--- src/rtl/pipe_ctrl.sv ---
// Pipeline control for the five-stage Y86-64 core: hazard stalls and bubbles,
// run/halt sequencing and saturating performance counters.
module pipe_ctrl #(
   parameter int unsigned CNT_W = 32
) (
   input  logic             clk,
   input  logic             rst,
   input  logic [3:0]       D_icode,
   input  logic [3:0]       d_srcA,
   input  logic [3:0]       d_srcB,
   input  logic [3:0]       E_icode,
   input  logic [3:0]       E_dstM,
   input  logic             e_Cnd,
   input  logic [3:0]       M_icode,
   input  logic [3:0]       m_stat,
   input  logic [3:0]       W_icode,
   input  logic [3:0]       W_stat,
   output logic             F_stall,
   output logic             D_stall,
   output logic             D_bubble,
   output logic             E_bubble,
   output logic             M_bubble,
   output logic             W_stall,
   output logic             set_cc,
   output logic             cpu_halted,
   output logic [3:0]       halt_stat,
   output logic [CNT_W-1:0] cyc_cnt,
   output logic [CNT_W-1:0] ret_cnt,
   output logic [CNT_W-1:0] lu_cnt,
   output logic [CNT_W-1:0] mp_cnt,
   output logic [CNT_W-1:0] rb_cnt
);

   localparam logic [3:0] INop    = 4'h1;
   localparam logic [3:0] IMrmovq = 4'h5;
   localparam logic [3:0] IOpq    = 4'h6;
   localparam logic [3:0] IJxx    = 4'h7;
   localparam logic [3:0] IRet    = 4'h9;
   localparam logic [3:0] IPopq   = 4'hB;
   localparam logic [3:0] RNone   = 4'hF;
   localparam logic [3:0] SAok    = 4'h1;

   typedef enum logic [1:0] {StResetFlush, StRun, StHalted} state_e;

   state_e           state_q, state_d;
   logic [3:0]       halt_stat_q, halt_stat_d;
   logic [CNT_W-1:0] cyc_q, cyc_d, ret_q, ret_d, lu_q, lu_d, mp_q, mp_d, rb_q, rb_d;
   logic             lu, rt, mp, ex_m, ex_w, run_en;

   assign lu = (E_icode == IMrmovq || E_icode == IPopq) && (E_dstM != RNone) &&
               (E_dstM == d_srcA || E_dstM == d_srcB);
   assign rt = (D_icode == IRet) || (E_icode == IRet) || (M_icode == IRet);
   assign mp = (E_icode == IJxx) && !e_Cnd;
   assign ex_m = (m_stat != SAok);
   assign ex_w = (W_stat != SAok);
   assign run_en = !rst && (state_q == StRun);

   function automatic logic [CNT_W-1:0] sat_inc(input logic [CNT_W-1:0] v, input logic en);
      return (en && v != '1) ? v + CNT_W'(1) : v;
   endfunction

   // Flush takes precedence over everything so a reset asserted mid-halt or
   // mid-stall immediately drains the pipe.
   always_comb begin
      F_stall    = 1'b0;
      D_stall    = 1'b0;
      D_bubble   = 1'b0;
      E_bubble   = 1'b0;
      M_bubble   = 1'b0;
      W_stall    = 1'b0;
      set_cc     = 1'b0;
      cpu_halted = 1'b0;
      if (rst || state_q == StResetFlush) begin
         D_bubble = 1'b1;
         E_bubble = 1'b1;
         M_bubble = 1'b1;
      end else if (state_q == StHalted) begin
         F_stall    = 1'b1;
         D_stall    = 1'b1;
         W_stall    = 1'b1;
         E_bubble   = 1'b1;
         M_bubble   = 1'b1;
         cpu_halted = 1'b1;
      end else begin
         F_stall  = lu | rt;
         D_stall  = lu;
         D_bubble = mp | (rt & !lu);
         E_bubble = mp | lu;
         M_bubble = ex_m | ex_w;
         W_stall  = ex_w;
         set_cc   = (E_icode == IOpq) & !ex_m & !ex_w;
      end
   end

   always_comb begin
      state_d     = state_q;
      halt_stat_d = halt_stat_q;
      unique case (state_q)
         StResetFlush: state_d = StRun;
         StRun: begin
            if (ex_w) begin
               state_d     = StHalted;
               halt_stat_d = W_stat;
            end
         end
         StHalted: state_d = StHalted;
         default:  state_d = StResetFlush;
      endcase
      cyc_d = sat_inc(cyc_q, run_en);
      ret_d = sat_inc(ret_q, run_en && W_stat == SAok && W_icode != INop);
      lu_d  = sat_inc(lu_q, run_en && lu);
      mp_d  = sat_inc(mp_q, run_en && mp);
      rb_d  = sat_inc(rb_q, run_en && rt && !lu && !mp);
   end

   always_ff @(posedge clk) begin
      if (rst) begin
         state_q     <= StResetFlush;
         halt_stat_q <= SAok;
         cyc_q       <= '0;
         ret_q       <= '0;
         lu_q        <= '0;
         mp_q        <= '0;
         rb_q        <= '0;
      end else begin
         state_q     <= state_d;
         halt_stat_q <= halt_stat_d;
         cyc_q       <= cyc_d;
         ret_q       <= ret_d;
         lu_q        <= lu_d;
         mp_q        <= mp_d;
         rb_q        <= rb_d;
      end
   end

   assign halt_stat = halt_stat_q;
   assign cyc_cnt   = cyc_q;
   assign ret_cnt   = ret_q;
   assign lu_cnt    = lu_q;
   assign mp_cnt    = mp_q;
   assign rb_cnt    = rb_q;

endmodule

--- config.mk ---
export PLATFORM = sky130hd
export DESIGN_NAME = pipe_ctrl
export DESIGN_NICKNAME = d
export VERILOG_FILES = /design/src/rtl/pipe_ctrl.sv
export SDC_FILE = /design/constraint.sdc
export NUM_CORES = 1
export LEC_CHECK = 0
export ABC_AREA = 1
export ABC_CLOCK_PERIOD_IN_PS = 3230
export BUFFER_PORTS_ARGS = -buffer_cell sky130_fd_sc_hd__buf_2
export CAP_MARGIN = 20
export CORE_MARGIN = 5
export CORE_UTILIZATION = 45
export CTS_BUF_LIST = sky130_fd_sc_hd__clkbuf_2 sky130_fd_sc_hd__clkbuf_4 sky130_fd_sc_hd__clkbuf_8
export CTS_CLUSTER_DIAMETER = 200
export DETAILED_ROUTE_END_ITERATION = 8
export GPL_ROUTABILITY_DRIVEN = 0
export PLACE_DENSITY_LB_ADDON = 0.15
export SYNTH_ARGS = -nofsm -noshare
export SYNTH_HDL_FRONTEND = slang
export SYNTH_SLANG_ARGS = --single-unit
export TNS_END_PERCENT = 1
--- constraint.sdc ---
create_clock -name clk -period 3.23 [get_ports clk]
set_input_delay 0.323 -clock clk [delete_from_list [all_inputs] [get_ports clk]]
set_output_delay 0.323 -clock clk [all_outputs]
set_load 0.05 [all_outputs]
==> run summary <==
Final Setup Violations = 0
PostCTS Resize Cnt = 0
TritonRoute pass-1 iters = 6
number of flops mapped to enable cells by yosys = 0
dominant cells by area after synthesis = dfxtp_1 32%, nand2_1 23%, nor2_1 11%
Slew @ Worst Pin = 746 ps
most frequent cells in the layout = 631 x nand2_1, 297 x nor2_1, 209 x buf_2
Clk Latency, worst-skew pair = 450 ps
CTS buffer count = 17
period utilisation layout = 75.3%
initial antenna violation count = 0
IO Port Bufs = 210
Synth Net Count = 1799
DPL Wire Length = 23.4 mm
Final nets = 1995
vias in the first global route = 10300
post-CTS setup buffer count = 0
WL per Instance = 13.7 um
Layout area overhead = 16.6%
overall routing resource usage = 23.3%
Worst-path clk slew = 80 ps
first-pass GRT wire length = 51.4 mm
Cell Pwr Density = 339 nW/um^2
DRC viols = 0
core area = 22800 sq um
post-synth top area cell = dfxtp_1
share of cells above drive strength 1 = 14.5%
peak supply drop = 209 uV
Hold Crit Class = primary input to flip-flop
gr ovfl total = 0
Yosys top cell area share = 31.8%
Ports = 211
DR vias = 11300
top_reg_cell synth = dfxtp_1
final cell count without fillers = 2274
Critical Path RT = 2910 ps
CTS tree = yes
Post-Syn Instances = 1752
num rows = 55
CP cell instances = inv_1, ha_1, nor2_1, inv_1, a21oi_1, a21oi_1, buf_2
leakage power = 5.02 nW
YS warnings = 0
clock skew = 19.0 ps
Worst slew margin = 50.3%
Slew Viols, Final = 0
maximum fanout along the worst path = 4
Final Hold Viols = 0
die area = 26400 sq um
Worst Setup Start Kind = flip-flop
total routed wirelength = 31.0 mm
Mapped Avg Cell Area = 5.97 sq um
initial core utilization = 45.9%
H-tree Lvls = 4
fmax = 411 MHz
CTS Root Cell = clkbuf_8
critical path class = flip-flop to output port
Initial DRC Count = 828
Yosys cell types = 36
die width = 162 um
crit-path max cell delay = 380 ps
overall power = 4.13 mW
CTS Buffer Depth = 2
max cap viols = 0
diodes inserted = 0
post-synthesis sequential area ratio = 31.8%
largest net degree at the start of global routing = 102
Critical Path AT = 2110 ps
RSZ-0062 raised after global routing = no
placed cell count = 2241
Antenna Nets Post-Route = 0
endpoint class of the critical path = output port
fillers = 2400
Async S/R FF share, synth = 0%
synthesized area = 10500 sq um
synthesized flop and latch total = 166
status = finished clean
min cycle time layout = 2430 ps
CTS Hold Bufs = 0
Finished Core Util = 53.5%
Worst path slowest cell = a21oi_1
die height = 162 um
setup tns final = 0 ps
clock sinks = 166
DR vias/cell = 4.95
most common cell after layout, fill and taps aside = nand2_1
-- through the flow --
stage / setup slack [ps] / hold slack, ps / instance area (sq um)
after floorplan: 146 / 472 / 10500
after global placement: 854 / 470 / 11700
after detailed placement: 807 / 492 / 11700
after CTS: 777 / 151 / 12200
after global routing: 498 / 153 / 12200
final: 798 / 180 / 12200
-- worst max-delay path: cells and delay by family, from the launching register on --
| family | cells | cell delay, ps |
|---|---|---|
| compound gates | 2 | 500 |
| fa+ha+maj | 1 | 210 |
| flops | 1 | 340 |
| simple gates | 1 | 170 |
| buf+inv | 3 | 440 |
-- cell families (layout without fill, tap and decap cells) --
logic type / after synthesis / count (layout) / share of synthesized area (%)
flops: 166 / 166 / 31.8
buf+inv: 218 / 427 / 8.56
simple gates: 1139 / 1139 / 45.5
xor+xnor: 64 / 64 / 5.36
fa+ha+maj: 8 / 8 / 0.958
compound gates: 157 / 157 / 7.84
-- cell usage after synthesis, types with 3 or more instances --
master / instances
a21oi_1: 106
and2_1: 3
and3_1: 3
buf_2: 13
buf_4: 12
clkbuf_1: 14
dfxtp_1: 166
ha_1: 8
inv_1: 170
inv_2: 5
nand2_1: 631
nand2_2: 4
nand3_1: 63
nand3b_1: 24
nand4_1: 33
nor2_1: 297
nor2_2: 8
nor2_4: 3
nor3_1: 54
nor3_2: 3
nor4_1: 3
o21ai_0: 42
o21bai_1: 6
xnor2_1: 14
xor2_1: 50
-- where the power goes --
| part | internal [mW] | switching, mW | total (mW) |
|---|---|---|---|
| combinational | 0.0945 | 0.295 | 0.389 |
| sequential | 2.07 | 0.0200 | 2.09 |
| clock | 0.838 | 0.817 | 1.65 |
| total | 3.00 | 1.13 | 4.13 |
-- flip-flops by register name, indices dropped and copies added, names as in the netlist --
signal and flops:
mp_cnt 32, rb_cnt 32, state_q 2, halt_stat 4
cyc_cnt 32, lu_cnt 32, ret_cnt 32
-- final timing paths --
kind	to	slack [ps]	depth (start not counted)	from
setup reg to reg	mp_cnt[23]	800	11	mp_cnt[0]
hold reg to reg	halt_stat[1]	500	2	halt_stat[1]
hold / removal	halt_stat[0]	180	3	W_stat[0]
setup / recovery	D_bubble	800	7	state_q[0]
-- routing by layer --
| layer | wire, um | global-route usage [%] | up-vias |
|---|---|---|---|
| met5 | 0 | 0 | - |
| met2 | 14200 | 38.7 | 305 |
| met3 | 1740 | 3.62 | 44 |
| met1 | 14600 | 32.1 | 5027 |
| li1 | - | - | 5887 |
| met4 | 520 | 5.31 | 0 |
-- area by class of cell --
| cell class | instances | area, sq um | share of cell area [%] |
|---|---|---|---|
| timing repair buffer | 220 | 1150 | 9.43 |
| sequential | 166 | 3320 | 27.3 |
| tap | 313 | 392 | 3.21 |
| clock inverter | 10 | 146 | 1.20 |
| clock buffer | 22 | 284 | 2.33 |
| inverter | 175 | 657 | 5.39 |
| multi-input combinational | 1368 | 6230 | 51.2 |
Power figures use the tool's default switching activity.
